==> config.mk <==
export PLATFORM = sky130hd
export DESIGN_NAME = axi_read_arbiter_flat
export DESIGN_NICKNAME = d
export VERILOG_FILES = /design/src/rtl/axi_read_arbiter_if.sv /design/src/rtl/axi_read_arbiter.sv /design/src/flat_wrapper.sv
export SDC_FILE = /design/constraint.sdc
export NUM_CORES = 1
export LEC_CHECK = 0
export ABC_AREA = 1
export ABC_CLOCK_PERIOD_IN_PS = 1250
export CAP_MARGIN = 40
export CORE_AREA = 2 2 107 109
export CTS_BUF_LIST = sky130_fd_sc_hd__clkbuf_16
export DETAILED_ROUTE_END_ITERATION = 7
export DIE_AREA = 0 0 109 111
export PLACE_DENSITY = 0.6
export SETUP_SLACK_MARGIN = 0.02
export SYNTH_ARGS = -nofsm -noshare
export SYNTH_HDL_FRONTEND = slang
export SYNTH_SLANG_ARGS = --single-unit
export TNS_END_PERCENT = 5
==> constraint.sdc <==
create_clock -name clk -period 1.25 [get_ports clk]
set_input_delay 0.3125 -clock clk [delete_from_list [all_inputs] [get_ports clk]]
set_output_delay 0.3125 -clock clk [all_outputs]
set_load 0.005 [all_outputs]
==> src/rtl/axi_read_arbiter_if.sv <==
// AXI read-channel bundle (AR address + R data) between a master and a slave.
// The same bundle is used on both sides of the arbiter, with different ID widths.
interface axi_read_arbiter_if #(
   parameter int ID_W   = 4,
   parameter int ADDR_W = 32,
   parameter int LEN_W  = 4,
   parameter int DATA_W = 32
);
   logic [ID_W-1:0]   ar_id;
   logic [ADDR_W-1:0] ar_addr;
   logic [LEN_W-1:0]  ar_len;
   logic [2:0]        ar_size;
   logic [1:0]        ar_burst;
   logic              ar_valid;
   logic              ar_ready;
   logic [ID_W-1:0]   r_id;
   logic [DATA_W-1:0] r_data;
   logic [1:0]        r_resp;
   logic              r_last;
   logic              r_valid;
   logic              r_ready;

   modport master (
      output ar_id, ar_addr, ar_len, ar_size, ar_burst, ar_valid, r_ready,
      input  ar_ready, r_id, r_data, r_resp, r_last, r_valid
   );

   modport slave (
      input  ar_id, ar_addr, ar_len, ar_size, ar_burst, ar_valid, r_ready,
      output ar_ready, r_id, r_data, r_resp, r_last, r_valid
   );
endinterface

==> src/rtl/axi_read_arbiter.sv <==
// Two-master, one-slave AXI read arbiter. Round-robin grant of the AR channel,
// one outstanding transaction, R burst routed back combinationally to the
// granted master. The slave-side ID carries a 4-bit master tag above ARID.
module axi_read_arbiter #(
   parameter int ID_BITS   = 4,
   parameter int ADDR_BITS = 32,
   parameter int LEN_BITS  = 4,
   parameter int DATA_BITS = 32
) (
   input logic                clk,
   input logic                rst,
   axi_read_arbiter_if.slave  m0,
   axi_read_arbiter_if.slave  m1,
   axi_read_arbiter_if.master mem
);
   localparam int TAG_BITS = 4;

   typedef enum logic [1:0] {
      IDLE = 2'd0,
      ADDR = 2'd1,
      DATA = 2'd2
   } state_t;

   state_t state, state_next;
   logic   grant, grant_next;
   logic   prio, prio_next;

   // Granted master's request fields and R-channel ready.
   logic [ID_BITS-1:0]   ar_id_sel;
   logic [ADDR_BITS-1:0] ar_addr_sel;
   logic [LEN_BITS-1:0]  ar_len_sel;
   logic [2:0]           ar_size_sel;
   logic [1:0]           ar_burst_sel;
   logic                 ar_valid_sel;
   logic                 r_ready_sel;

   assign ar_id_sel    = grant ? m1.ar_id    : m0.ar_id;
   assign ar_addr_sel  = grant ? m1.ar_addr  : m0.ar_addr;
   assign ar_len_sel   = grant ? m1.ar_len   : m0.ar_len;
   assign ar_size_sel  = grant ? m1.ar_size  : m0.ar_size;
   assign ar_burst_sel = grant ? m1.ar_burst : m0.ar_burst;
   assign ar_valid_sel = grant ? m1.ar_valid : m0.ar_valid;
   assign r_ready_sel  = grant ? m1.r_ready  : m0.r_ready;

   // Output values decoded from the current state, index 0/1 = master 0/1.
   logic [ID_BITS+TAG_BITS-1:0] ar_id_s;
   logic [ADDR_BITS-1:0]        ar_addr_s;
   logic [LEN_BITS-1:0]         ar_len_s;
   logic [2:0]                  ar_size_s;
   logic [1:0]                  ar_burst_s;
   logic                        ar_valid_s;
   logic                        r_ready_s;
   logic [1:0]                  ar_ready_m;
   logic [1:0]                  r_valid_m;
   logic [1:0]                  r_last_m;
   logic [ID_BITS-1:0]          r_id_m   [2];
   logic [DATA_BITS-1:0]        r_data_m [2];
   logic [1:0]                  r_resp_m [2];

   // The tag bits of the returned ID are not needed for routing: with one
   // outstanding transaction the grant register already names the owner.
   logic unused_rid_tag;
   assign unused_rid_tag = ^mem.r_id[ID_BITS+TAG_BITS-1:ID_BITS];

   // State, grant and round-robin pointer; reset aborts any burst in flight.
   // NOTE: non-blocking assignments so every register samples pre-edge values.
   always_ff @(posedge clk or negedge rst) begin
      if (!rst) begin
         state <= IDLE;
         grant <= 1'b0;
         prio  <= 1'b0;
      end else begin
         state <= state_next;
         grant <= grant_next;
         prio  <= prio_next;
      end
   end

   // Arbitration, handshake tracking and AR/R routing for the current state.
   // NOTE: every signal written here gets a default first, so no path infers a latch.
   always_comb begin
      state_next  = state;
      grant_next  = grant;
      prio_next   = prio;
      ar_id_s     = '0;
      ar_addr_s   = '0;
      ar_len_s    = '0;
      ar_size_s   = '0;
      ar_burst_s  = '0;
      ar_valid_s  = 1'b0;
      r_ready_s   = 1'b0;
      ar_ready_m  = '0;
      r_valid_m   = '0;
      r_last_m    = '0;
      r_id_m[0]   = '0;
      r_id_m[1]   = '0;
      r_data_m[0] = '0;
      r_data_m[1] = '0;
      r_resp_m[0] = '0;
      r_resp_m[1] = '0;

      case (state)
         IDLE: begin
            if (m0.ar_valid && m1.ar_valid) begin
               grant_next = prio;
               state_next = ADDR;
            end else if (m0.ar_valid) begin
               grant_next = 1'b0;
               state_next = ADDR;
            end else if (m1.ar_valid) begin
               grant_next = 1'b1;
               state_next = ADDR;
            end
         end

         ADDR: begin
            ar_valid_s        = ar_valid_sel;
            ar_id_s           = {{(TAG_BITS-1){1'b0}}, grant, ar_id_sel};
            ar_addr_s         = ar_addr_sel;
            ar_len_s          = ar_len_sel;
            ar_size_s         = ar_size_sel;
            ar_burst_s        = ar_burst_sel;
            ar_ready_m[grant] = mem.ar_ready;
            if (ar_valid_sel && mem.ar_ready) begin
               state_next = DATA;
            end
         end

         DATA: begin
            r_valid_m[grant] = mem.r_valid;
            r_last_m[grant]  = mem.r_last;
            r_id_m[grant]    = mem.r_id[ID_BITS-1:0];
            r_data_m[grant]  = mem.r_data;
            r_resp_m[grant]  = mem.r_resp;
            r_ready_s        = r_ready_sel;
            if (mem.r_valid && r_ready_sel && mem.r_last) begin
               state_next = IDLE;
               prio_next  = ~grant;
            end
         end

         default: state_next = IDLE;
      endcase
   end

   assign mem.ar_id    = ar_id_s;
   assign mem.ar_addr  = ar_addr_s;
   assign mem.ar_len   = ar_len_s;
   assign mem.ar_size  = ar_size_s;
   assign mem.ar_burst = ar_burst_s;
   assign mem.ar_valid = ar_valid_s;
   assign mem.r_ready  = r_ready_s;

   assign m0.ar_ready  = ar_ready_m[0];
   assign m0.r_valid   = r_valid_m[0];
   assign m0.r_last    = r_last_m[0];
   assign m0.r_id      = r_id_m[0];
   assign m0.r_data    = r_data_m[0];
   assign m0.r_resp    = r_resp_m[0];

   assign m1.ar_ready  = ar_ready_m[1];
   assign m1.r_valid   = r_valid_m[1];
   assign m1.r_last    = r_last_m[1];
   assign m1.r_id      = r_id_m[1];
   assign m1.r_data    = r_data_m[1];
   assign m1.r_resp    = r_resp_m[1];
endmodule

==> src/flat_wrapper.sv <==
// flat-port wrapper written by rule: the top's interface ports become plain ports
module axi_read_arbiter_flat 
#(
   parameter int ID_BITS   = 4,
   parameter int ADDR_BITS = 32,
   parameter int LEN_BITS  = 4,
   parameter int DATA_BITS = 32
)
  (clk, rst, m0_ar_id, m0_ar_addr, m0_ar_len, m0_ar_size, m0_ar_burst, m0_ar_valid, m0_r_ready, m0_ar_ready, m0_r_id, m0_r_data, m0_r_resp, m0_r_last, m0_r_valid, m1_ar_id, m1_ar_addr, m1_ar_len, m1_ar_size, m1_ar_burst, m1_ar_valid, m1_r_ready, m1_ar_ready, m1_r_id, m1_r_data, m1_r_resp, m1_r_last, m1_r_valid, mem_ar_id, mem_ar_addr, mem_ar_len, mem_ar_size, mem_ar_burst, mem_ar_valid, mem_r_ready, mem_ar_ready, mem_r_id, mem_r_data, mem_r_resp, mem_r_last, mem_r_valid);
  axi_read_arbiter_if #(.ID_W(4), .ADDR_W(32), .LEN_W(4), .DATA_W(32)) m0_i ();
  axi_read_arbiter_if #(.ID_W(4), .ADDR_W(32), .LEN_W(4), .DATA_W(32)) m1_i ();
  axi_read_arbiter_if #(.ID_W(8), .ADDR_W(32), .LEN_W(4), .DATA_W(32)) mem_i ();
  input logic clk;
  input logic rst;
  input wire logic [$bits(m0_i.ar_id)-1:0] m0_ar_id;
  input wire logic [$bits(m0_i.ar_addr)-1:0] m0_ar_addr;
  input wire logic [$bits(m0_i.ar_len)-1:0] m0_ar_len;
  input wire logic [$bits(m0_i.ar_size)-1:0] m0_ar_size;
  input wire logic [$bits(m0_i.ar_burst)-1:0] m0_ar_burst;
  input wire logic [$bits(m0_i.ar_valid)-1:0] m0_ar_valid;
  input wire logic [$bits(m0_i.r_ready)-1:0] m0_r_ready;
  output wire logic [$bits(m0_i.ar_ready)-1:0] m0_ar_ready;
  output wire logic [$bits(m0_i.r_id)-1:0] m0_r_id;
  output wire logic [$bits(m0_i.r_data)-1:0] m0_r_data;
  output wire logic [$bits(m0_i.r_resp)-1:0] m0_r_resp;
  output wire logic [$bits(m0_i.r_last)-1:0] m0_r_last;
  output wire logic [$bits(m0_i.r_valid)-1:0] m0_r_valid;
  input wire logic [$bits(m1_i.ar_id)-1:0] m1_ar_id;
  input wire logic [$bits(m1_i.ar_addr)-1:0] m1_ar_addr;
  input wire logic [$bits(m1_i.ar_len)-1:0] m1_ar_len;
  input wire logic [$bits(m1_i.ar_size)-1:0] m1_ar_size;
  input wire logic [$bits(m1_i.ar_burst)-1:0] m1_ar_burst;
  input wire logic [$bits(m1_i.ar_valid)-1:0] m1_ar_valid;
  input wire logic [$bits(m1_i.r_ready)-1:0] m1_r_ready;
  output wire logic [$bits(m1_i.ar_ready)-1:0] m1_ar_ready;
  output wire logic [$bits(m1_i.r_id)-1:0] m1_r_id;
  output wire logic [$bits(m1_i.r_data)-1:0] m1_r_data;
  output wire logic [$bits(m1_i.r_resp)-1:0] m1_r_resp;
  output wire logic [$bits(m1_i.r_last)-1:0] m1_r_last;
  output wire logic [$bits(m1_i.r_valid)-1:0] m1_r_valid;
  output wire logic [$bits(mem_i.ar_id)-1:0] mem_ar_id;
  output wire logic [$bits(mem_i.ar_addr)-1:0] mem_ar_addr;
  output wire logic [$bits(mem_i.ar_len)-1:0] mem_ar_len;
  output wire logic [$bits(mem_i.ar_size)-1:0] mem_ar_size;
  output wire logic [$bits(mem_i.ar_burst)-1:0] mem_ar_burst;
  output wire logic [$bits(mem_i.ar_valid)-1:0] mem_ar_valid;
  output wire logic [$bits(mem_i.r_ready)-1:0] mem_r_ready;
  input wire logic [$bits(mem_i.ar_ready)-1:0] mem_ar_ready;
  input wire logic [$bits(mem_i.r_id)-1:0] mem_r_id;
  input wire logic [$bits(mem_i.r_data)-1:0] mem_r_data;
  input wire logic [$bits(mem_i.r_resp)-1:0] mem_r_resp;
  input wire logic [$bits(mem_i.r_last)-1:0] mem_r_last;
  input wire logic [$bits(mem_i.r_valid)-1:0] mem_r_valid;
  assign m0_i.ar_id = m0_ar_id;
  assign m0_i.ar_addr = m0_ar_addr;
  assign m0_i.ar_len = m0_ar_len;
  assign m0_i.ar_size = m0_ar_size;
  assign m0_i.ar_burst = m0_ar_burst;
  assign m0_i.ar_valid = m0_ar_valid;
  assign m0_i.r_ready = m0_r_ready;
  assign m0_ar_ready = m0_i.ar_ready;
  assign m0_r_id = m0_i.r_id;
  assign m0_r_data = m0_i.r_data;
  assign m0_r_resp = m0_i.r_resp;
  assign m0_r_last = m0_i.r_last;
  assign m0_r_valid = m0_i.r_valid;
  assign m1_i.ar_id = m1_ar_id;
  assign m1_i.ar_addr = m1_ar_addr;
  assign m1_i.ar_len = m1_ar_len;
  assign m1_i.ar_size = m1_ar_size;
  assign m1_i.ar_burst = m1_ar_burst;
  assign m1_i.ar_valid = m1_ar_valid;
  assign m1_i.r_ready = m1_r_ready;
  assign m1_ar_ready = m1_i.ar_ready;
  assign m1_r_id = m1_i.r_id;
  assign m1_r_data = m1_i.r_data;
  assign m1_r_resp = m1_i.r_resp;
  assign m1_r_last = m1_i.r_last;
  assign m1_r_valid = m1_i.r_valid;
  assign mem_ar_id = mem_i.ar_id;
  assign mem_ar_addr = mem_i.ar_addr;
  assign mem_ar_len = mem_i.ar_len;
  assign mem_ar_size = mem_i.ar_size;
  assign mem_ar_burst = mem_i.ar_burst;
  assign mem_ar_valid = mem_i.ar_valid;
  assign mem_r_ready = mem_i.r_ready;
  assign mem_i.ar_ready = mem_ar_ready;
  assign mem_i.r_id = mem_r_id;
  assign mem_i.r_data = mem_r_data;
  assign mem_i.r_resp = mem_r_resp;
  assign mem_i.r_last = mem_r_last;
  assign mem_i.r_valid = mem_r_valid;
  axi_read_arbiter #(.ID_BITS(ID_BITS), .ADDR_BITS(ADDR_BITS), .LEN_BITS(LEN_BITS), .DATA_BITS(DATA_BITS)) u_core (.clk(clk), .rst(rst), .m0(m0_i), .m1(m1_i), .mem(mem_i));
endmodule
==> impl_metrics.csv, run 1 <==
group,metric,value,unit
placed_design,place_area,0.00456,mm2
worst_setup_path,cp-start-kind,"register",
die,fp.coreArea,0.0111,mm2
die,start_util,13.0,%
clock_network,path_clk_slew,30,ps
worst_setup_path,required,940,ps
global_route,grt_pass1_wl,17300,um
die,ioPinCount,274,
die,die_h,111,um
synthesis,ys_ff_latch,4,
worst_setup_path,arrival,1480,ps
clock_network,cts_buffers,3,
routing,via_count,3216,
worst_setup_path,cpMaxStageDelayCell,"dfrtp_2",
clock_network,h-tree-depth,1,
worst_setup_path,crit_family,"buffers and inverters",
routing,drt_iter0_drc,94,
synthesis,avgSynthCellArea,4.44,um2
global_route,grt_pass1_vias,3328,
synthesis,synth_area_leader_cell,"nand2_1",
cells_and_area,n_antenna_cell,0,
cells_and_area,final_common_cell,"clkdlybuf4s50_1",
cells_and_area,finalNetCount,776,
pwr,leakage,2.59,nW
outcome,run_status,"complete, but fails checks",
placed_design,place_ws,-773,ps
die,dieArea,0.0121,mm2
synthesis,synthesis.area,0.00144,mm2
clock_network,clock_sinks,4,
worst_setup_path,crit_buf_inv,5,
pwr,power.density,1660,mW/mm2
sta,post-route-period-util,144,%
worst_setup_path,r2r_start,"u_core.grant",
cells_and_area,multi_input_area,0.00159,mm2
worst_setup_path,cp_cell_sequence,"inv_8, buf_12, buf_8, buf_6, nand2_1, a21oi_2, buf_2",
cells_and_area,final_area,0.00516,mm2
sta,maxSlewViolCount,0,
global_route,grt_max_degree,21,
worst_setup_path,rr_endpoint,"u_core.prio",
worst_setup_path,critPathCaptureType,"output pin",
cells_and_area,layout_common_cells,"clkdlybuf4s50_1, buf_2, nand2_1",
worst_setup_path,crit_end,"mem_ar_addr[25]",
sta,hold_violations,0,
sta,period_needed,1790,ps
clock_network,clkLatencyLatePin,220,ps
worst_setup_path,worstSetupPathDepth,7,
pwr,fin_total_pwr,8.56,mW
routing,routed_via_density,4.14,
sta,grt_setup_unrepaired,"true",
min_path,hold_path.class,"primary input to async pin",
outcome,violations,"negative setup slack",
placed_design,gp_congestion,0.752,
cells_and_area,final_layout_size_suffix_gt1_share,56.1,%
placed_design,dp.cells,733,
worst_setup_path,crit_type,"register to output pin",
die,rows,39,
routing,drc,0,
synthesis,synthDistinctLibCells,17,
global_route,grt_usage,18.1,%
cells_and_area,regArea,103,um2
global_route,grt_overflow,0,
synthesis,synthTopCellsByArea,"nand2_1, nor2_1, a21oi_1, inv_1, dfrtp_1",
sta,setup_violations,133,
routing,dr.pass1.iters,4,
worst_setup_path,rr_worst_depth,9,
sta,finClkSkew,1.01,ps
synthesis,synth_top_area_share,27.8,%
worst_setup_path,critPathMaxFanout,5,
worst_setup_path,slowest_delay,480,ps
clock_network,hold_buffers,0,
placed_design,dp.final_hpwl,8600,um
die,die_w,109,um
cells_and_area,fin_cells,776,
pwr,peakVddDrop,1020,uV
routing,routedWlPerCell,15.6,um
global_route,antenna_found_initial,0,
synthesis,ys_warn_count,0,
cells_and_area,area_growth,258,%
sta,fmax,557,MHz
synthesis,ys_seq_area_share,6.94,%
clock_network,cts_buffer_depth,2,
flow_run,drv_cap,0,
cells_and_area,nFillCells,1169,
routing,drt_wl_total,12100,um
clock_network,cts_root_buf,"clkbuf_16",
clock_network,cts_tree,"yes",
routing,postRouteAntennaNets,0,
sta,setup_tns,-58410,ps
synthesis,syn_inst,325,
worst_setup_path,crit_path_start,"u_core.grant",
placed_design,portBuffers,266,
sta,timing.final.ws_setup,-544,ps
worst_setup_path,r2r_slack,-120,ps
[worst min-delay path by stage]
stage	startpoint	to	slack [ps]	depth (start not counted)
floorplan	rst	u_core.grant	20	0
CTS	rst	u_core.prio	300	1
detailed placement	u_core.prio	u_core.prio	500	2
finish	rst	u_core.prio	290	1
global route	rst	u_core.state[0]	300	1
global placement	u_core.prio	u_core.prio	470	2
[registers in the layout (all words and copies together) (netlist names)]
signal / cells
u_core.state: 2
u_core.prio: 1
u_core.grant: 1
[per-layer routing]
metal / GRT usage [%] / routed length (um) / vias to the layer above / part of all wire [%]
met1: 17.5 / 3950 / 1454 / 33
met5: 0 / 0 / - / 0
met3: 4.41 / 1210 / 4 / 10
li1: - / - / 1582 / -
met2: 38.1 / 6880 / 176 / 57
met4: 1.62 / 69 / 0 / 0.57
[per-stage QoR]
stage	utilization, %	hold WS [ps]
2_1_floorplan	-	16.9
3_3_place_gp	41.2	471
3_5_place_dp	41.2	504
4_1_cts	45.7	299
5_1_grt	46.6	303
6_report	46.6	292
[area by class of cell]
cell class / instances / share of cell area [%]
flip-flops and latches: 4 / 1.99
multi-input cells: 250 / 30.9
inverters: 47 / 3.71
repair buffers: 329 / 58.5
well taps: 143 / 3.47
clock buffers: 3 / 1.45
[cell families after synthesis]
| kind of cell | count (synthesis) | synth area share (%) |
|---|---|---|
| buf+inv | 73 | 23.4 |
| simple gates | 197 | 52.0 |
| other cells | 1 | 0.260 |
| flops | 4 | 6.94 |
| compound gates | 50 | 17.3 |
[where the power goes]
part | internal (mW) | leakage, nW | switching (mW)
sequential | 0.197 | 0.0476 | 0.0999
combinational | 4.11 | 2.51 | 3.66
clock | 0.408 | 0.0370 | 0.0842
total | 4.71 | 2.59 | 3.85
[timing repair]
item | 4_1_cts | 5_1_grt
resized for setup | 564 | 129
pin swaps | 21 | 8
setup buffers | 25 | 2
endpoints found under the setup margin | 133 | 134
cloned | 8 | 6
[cells in the mapped netlist]
library cell	instances
nand2_1	107
nor2_1	83
a21oi_1	47
inv_1	44
buf_4	10
buf_2	9
clkbuf_1	4
dfrtp_1	4
nand3_1	4
inv_2	3
o21ai_0	3
buf_6	2
and2_1	1
buf_1	1
conb_1	1
nor2_2	1
nor3_1	1
Note: power is estimated with default switching activity, not from simulation.
==> inputs of run 2 (changes only) <==
--- a/config.mk
+++ b/config.mk
@@ -8,12 +8,13 @@
 export ABC_AREA = 1
 export ABC_CLOCK_PERIOD_IN_PS = 1250
 export CAP_MARGIN = 40
-export CORE_AREA = 2 2 107 109
+export CORE_AREA = 3 3 105 107
 export CTS_BUF_LIST = sky130_fd_sc_hd__clkbuf_16
 export DETAILED_ROUTE_END_ITERATION = 7
-export DIE_AREA = 0 0 109 111
-export PLACE_DENSITY = 0.6
+export DIE_AREA = 0 0 108 110
+export PLACE_DENSITY = 0.63
 export SETUP_SLACK_MARGIN = 0.02
+export SLEW_MARGIN = 20
 export SYNTH_ARGS = -nofsm -noshare
 export SYNTH_HDL_FRONTEND = slang
 export SYNTH_SLANG_ARGS = --single-unit
==> constraint.sdc (replaced) <==
create_clock -name clk -period 1.25 [get_ports clk]
set_input_delay 0.125 -clock clk [delete_from_list [all_inputs] [get_ports clk]]
set_output_delay 0.125 -clock clk [all_outputs]
set_load 0.005 [all_outputs]
==> impl_metrics.csv, run 2 (synthesized netlist as in run 1, its figures left out) <==
group,metric,value,unit
cells_and_area,area_growth,233,%
routing,drt_wl_total,11500,um
worst_setup_path,critPathCaptureType,"output pin",
outcome,run_status,"complete, but fails checks",
sta,grt_setup_unrepaired,"true",
cells_and_area,final_common_cell,"clkdlybuf4s50_1",
routing,routedWlPerCell,15.1,um
global_route,grt_usage,15.4,%
sta,maxSlewViolCount,0,
placed_design,gp_congestion,0.776,
die,die_w,108,um
worst_setup_path,r2r_slack,-90,ps
routing,via_count,3190,
routing,drc,0,
worst_setup_path,cpMaxStageDelayCell,"dfrtp_2",
worst_setup_path,crit_type,"register to output pin",
global_route,grt_overflow,0,
cells_and_area,nFillCells,1050,
outcome,violations,"negative setup slack",
sta,whs,112,ps
routing,drt_iter0_drc,132,
worst_setup_path,arrival,1450,ps
worst_setup_path,rr_endpoint,"u_core.state[1]",
cells_and_area,layout_common_cells,"clkdlybuf4s50_1, buf_2, nand2_1",
cells_and_area,top_register,"u_core.state",
worst_setup_path,path_common_cell,"buf_6",
routing,routed_via_density,4.19,
worst_setup_path,required,1120,ps
cells_and_area,finalNetCount,768,
pwr,peakVddDrop,1590,uV
min_path,hold_path.class,"primary input to async pin",
placed_design,portBuffers,266,
global_route,grt_pass1_vias,3017,
sta,hold_violations,0,
placed_design,place_ws,-489,ps
clock_network,clock_sinks,4,
clock_network,clkLatencyLatePin,230,ps
sta,fmax,637,MHz
clock_network,h-tree-depth,1,
global_route,antenna_found_initial,0,
worst_setup_path,slowest_delay,420,ps
worst_setup_path,r2r_start,"u_core.grant",
pwr,leakage,2.53,nW
pwr,fin_total_pwr,7.38,mW
worst_setup_path,cp_cell_sequence,"clkinv_4, buf_6, buf_6, nand2_8, clkbuf_16, nor2_2, buf_2",
worst_setup_path,crit_buf_inv,5,
die,dieArea,0.0119,mm2
worst_setup_path,critPathMaxFanout,7,
worst_setup_path,cp-start-kind,"register",
worst_setup_path,crit_family,"buffers and inverters",
clock_network,hold_buffers,0,
global_route,grt_pass1_wl,14600,um
cells_and_area,finish.utilization,47.0,%
clock_network,cts_buffers,3,
sta,period_needed,1570,ps
clock_network,cts_tree,"yes",
sta,setup_violations,132,
clock_network,path_clk_slew,30,ps
flow_run,drv_cap,0,
die,ioPinCount,274,
clock_network,cts_root_buf,"clkbuf_16",
global_route,grt_max_degree,36,
worst_setup_path,rr_worst_depth,10,
cells_and_area,reg_top3,"u_core.state (2), u_core.grant (1), u_core.prio (1)",
clock_network,cts_buffer_depth,2,
die,start_util,14.1,%
die,rows,37,
pwr,power.density,1530,mW/mm2
sta,post-route-period-util,126,%
cells_and_area,n_antenna_cell,0,
sta,setup_tns,-31330,ps
cells_and_area,largest_register_ffs,2,
die,die_h,110,um
routing,postRouteAntennaNets,0,
sta,finClkSkew,1.02,ps
die,fp.coreArea,0.0102,mm2
sta,timing.final.ws_setup,-320,ps
routing,dr.pass1.iters,4,
placed_design,dp.final_hpwl,8060,um
cells_and_area,final_layout_size_suffix_gt1_share,48.2,%
-- run 2: worst max path at each step --
stage / start / end / slack (ps) / cells after the start
floorplan: u_core.state[0] / m0_r_data[22] / 100 / 7
global placement: u_core.grant / mem_ar_addr[31] / -450 / 5
detailed placement: u_core.grant / mem_ar_addr[31] / -490 / 5
CTS: u_core.grant / m0_r_resp[1] / -400 / 7
global route: u_core.grant / m0_r_data[13] / -370 / 7
finish: u_core.grant / m0_r_resp[0] / -320 / 7
-- run 2: final cells by class --
| cell class | count | area [um2] | share of cell area, % |
|---|---|---|---|
| clock buffer | 3 | 75.1 | 1.56 |
| multi-input combinational | 250 | 1400 | 29.1 |
| sequential | 4 | 103 | 2.13 |
| inverter | 47 | 191 | 3.98 |
| timing repair buffer | 321 | 2870 | 59.7 |
| tap | 136 | 170 | 3.54 |
-- run 2: report_power, final --
part	internal [mW]	total (mW)	switching (mW)
Combinational	3.42	6.59	3.17
Sequential	0.198	0.280	0.0822
Clock	0.409	0.501	0.0923
-- run 2: through the flow --
step,instances,cell area (um2)
2_1_floorplan,327,1450
3_3_place_gp,726,4360
3_5_place_dp,726,4360
4_1_cts,746,4540
5_1_grt,761,4810
6_report,761,4810
-- run 2: metal layers --
layer  GRT usage (%)  part of all wire [%]  vias to the layer above
met1            14.6                    33                     1451
met3            4.37                    10                        6
li1                -                     -                     1559
met4            3.25                  0.74                        0
met5               0                     0                        -
met2            32.2                    56                      174
-- run 2: worst reg2reg max path, stage by stage (launching register included) --
cell and delay [ps]:
dfrtp_2 440, clkinv_4 80, buf_6 90, buf_4 90
buf_4 100, nand2_2 50, buf_4 130, nand2_4 50
nand3_1 70, nand2_1 70, nand2_1 40
-- run 2: what timing repair did --
item | 4_1_cts | 5_1_grt
gates resized for setup | 431 | 225
setup endpoints to repair | 132 | 133
gates cloned | 5 | 13
pin swaps | 10 | 33
setup buffers | 12 | 2
==> inputs of run 3 (changes only) <==
--- a/config.mk
+++ b/config.mk
@@ -8,11 +8,14 @@
 export ABC_AREA = 1
 export ABC_CLOCK_PERIOD_IN_PS = 1250
 export CAP_MARGIN = 40
-export CORE_AREA = 3 3 105 107
+export CELL_PAD_IN_SITES_DETAIL_PLACEMENT = 1
+export CELL_PAD_IN_SITES_GLOBAL_PLACEMENT = 1
+export CORE_MARGIN = 3
+export CORE_UTILIZATION = 10
 export CTS_BUF_LIST = sky130_fd_sc_hd__clkbuf_16
 export DETAILED_ROUTE_END_ITERATION = 7
-export DIE_AREA = 0 0 108 110
-export PLACE_DENSITY = 0.63
+export GPL_ROUTABILITY_DRIVEN = 0
+export PLACE_DENSITY = 0.86
 export SETUP_SLACK_MARGIN = 0.02
 export SLEW_MARGIN = 20
 export SYNTH_ARGS = -nofsm -noshare
==> impl_metrics.csv, run 3 (synthesized netlist as in run 1, its figures left out) <==
group,metric,value,unit
die,start_util,10.3,%
placed_design,portBuffers,266,
sta,post-route-period-util,128,%
global_route,grt-busiest-layer,"met2",
flow_run,drv_cap,0,
global_route,grt_pass1_wl,17700,um
cells_and_area,reg_top3,"u_core.state (2), u_core.grant (1), u_core.prio (1)",
clock_network,h-tree-depth,1,
sta,whs,96.7,ps
worst_setup_path,critPathMaxFanout,7,
pwr,fin_total_pwr,7.70,mW
global_route,use_met1,13.7,%
die,ioPinCount,274,
sta,fmax,623,MHz
clock_network,clkLatencyLatePin,230,ps
cells_and_area,final_common_cell,"clkdlybuf4s50_1",
placed_design,dp.final_hpwl,9030,um
routing,routed_via_density,4.07,
clock_network,cts_root_buf,"clkbuf_16",
pwr,leakage,2.57,nW
pwr,power.density,1580,mW/mm2
routing,drt_wl_total,13500,um
outcome,run_status,"complete, but fails checks",
routing,drt_iter0_drc,42,
global_route,antenna_found_initial,0,
sta,timing.final.ws_setup,-355,ps
routing,via_count,3278,
cells_and_area,layout_common_cells,"clkdlybuf4s50_1, buf_2, nand2_1",
global_route,grt_use_met2,27.5,%
clock_network,cts_tree,"yes",
sta,maxSlewViolCount,0,
cells_and_area,final_layout_size_suffix_gt1_share,47.9,%
sta,hold_violations,0,
routing,routedWlPerCell,16.7,um
global_route,grt_max_degree,47,
cells_and_area,finalNetCount,769,
clock_network,path_clk_slew,30,ps
sta,grt_setup_unrepaired,"true",
cells_and_area,area_growth,239,%
clock_network,clock_sinks,4,
sta,finClkSkew,0.642,ps
clock_network,cts_buffers,3,
cells_and_area,top_register,"u_core.state",
sta,setup_violations,134,
die,fp.coreArea,0.0140,mm2
worst_setup_path,crit_type,"register to output pin",
cells_and_area,n_antenna_cell,0,
global_route,grt_use_met3,3.65,%
routing,dr.pass1.iters,4,
worst_setup_path,arrival,1480,ps
sta,period_needed,1600,ps
die,die_h,126,um
global_route,grt_pass1_vias,3511,
worst_setup_path,critPathCaptureType,"output pin",
worst_setup_path,cp_cell_sequence,"inv_2, buf_6, nor2_4, clkinv_4, clkbuf_16, a21oi_1, buf_2",
pwr,peakVddDrop,614,uV
cells_and_area,final_area,0.00489,mm2
sta,setup_tns,-37770,ps
min_path,hold_path.class,"primary input to async pin",
worst_setup_path,required,1120,ps
cells_and_area,nFillCells,1771,
worst_setup_path,cp-start-kind,"register",
routing,postRouteAntennaNets,0,
worst_setup_path,crit_family,"buffers and inverters",
cells_and_area,regArea,103,um2
die,dieArea,0.0159,mm2
worst_setup_path,slowest_delay,360,ps
global_route,grt_usage,13.6,%
die,die_w,126,um
worst_setup_path,crit_buf_inv,5,
worst_setup_path,cpMaxStageDelayCell,"dfrtp_1",
placed_design,place_area,0.00440,mm2
cells_and_area,multi_input_area,0.00145,mm2
global_route,grt_overflow,0,
routing,drc,0,
outcome,violations,"negative setup slack",
cells_and_area,largest_register_ffs,2,
die,rows,43,
clock_network,cts_buffer_depth,2,
run 3: cell types whose count changed in the layout (fill, tap and decap cells not counted), moves of 9 or more:
cell / change
nor2_4: +10
buf_2: +9
nand2_2: -18
clkbuf_2: -10
nor2_1: -22
nor2_2: +12
nand2_1: +20
run 3: worst register-to-register path, cell delays in order, from the launching register on:
cell     delay [ps]
dfrtp_2         450
inv_4           110
buf_12          140
buf_4           130
nand2_2          60
buf_4           130
nand2_2          60
nand3_1         100
nand2_1          90
nand2_1          50
run 3: layout make-up:
| cell class | count | share of cell area (%) |
|---|---|---|
| repair buffers | 322 | 58.1 |
| multi-input cells | 250 | 29.8 |
| well taps | 180 | 4.61 |
| inverters | 47 | 3.92 |
| flip-flops and latches | 4 | 2.10 |
| clock buffers | 3 | 1.54 |
run 3: final timing paths:
kind | from | to | slack (ps) | cells after the start
setup / recovery | u_core.state[0] | mem_ar_addr[17] | -350 | 7
min in group clk | u_core.prio | u_core.prio | 510 | 2
setup reg to reg | u_core.grant | u_core.prio | -190 | 9
max in group asynchronous | rst | u_core.grant | 980 | 1
hold reg to reg | u_core.prio | u_core.prio | 510 | 2
hold / removal | rst | u_core.prio | 100 | 1
run 3: what timing repair did:
action,4_1_cts,5_1_grt
hold buffers,0,0
pin swaps,3,5
resized for setup,467,193
buffers inserted,6,14
cloned,5,12
endpoints found under the setup margin,133,133
run 3: stage by stage:
stage,setup slack (ps),instances,util [%]
after floorplan,99.8,327,-
after global placement,-373,768,31.4
after detailed placement,-435,768,31.4
after CTS,-594,782,31.6
after global routing,-414,806,34.9
final,-355,806,34.9
run 3: layer usage:
metal | wire [um] | vias to the layer above
li1 | - | 1565
met2 | 7370 | 195
met4 | 157 | 0
met5 | 0 | -
met1 | 4770 | 1507
met3 | 1190 | 11
run 3: report_power, final:
part	total [mW]	internal [mW]	switching, mW
Sequential	0.286	0.198	0.0886
Clock	0.510	0.410	0.101
Combinational	6.90	3.49	3.41
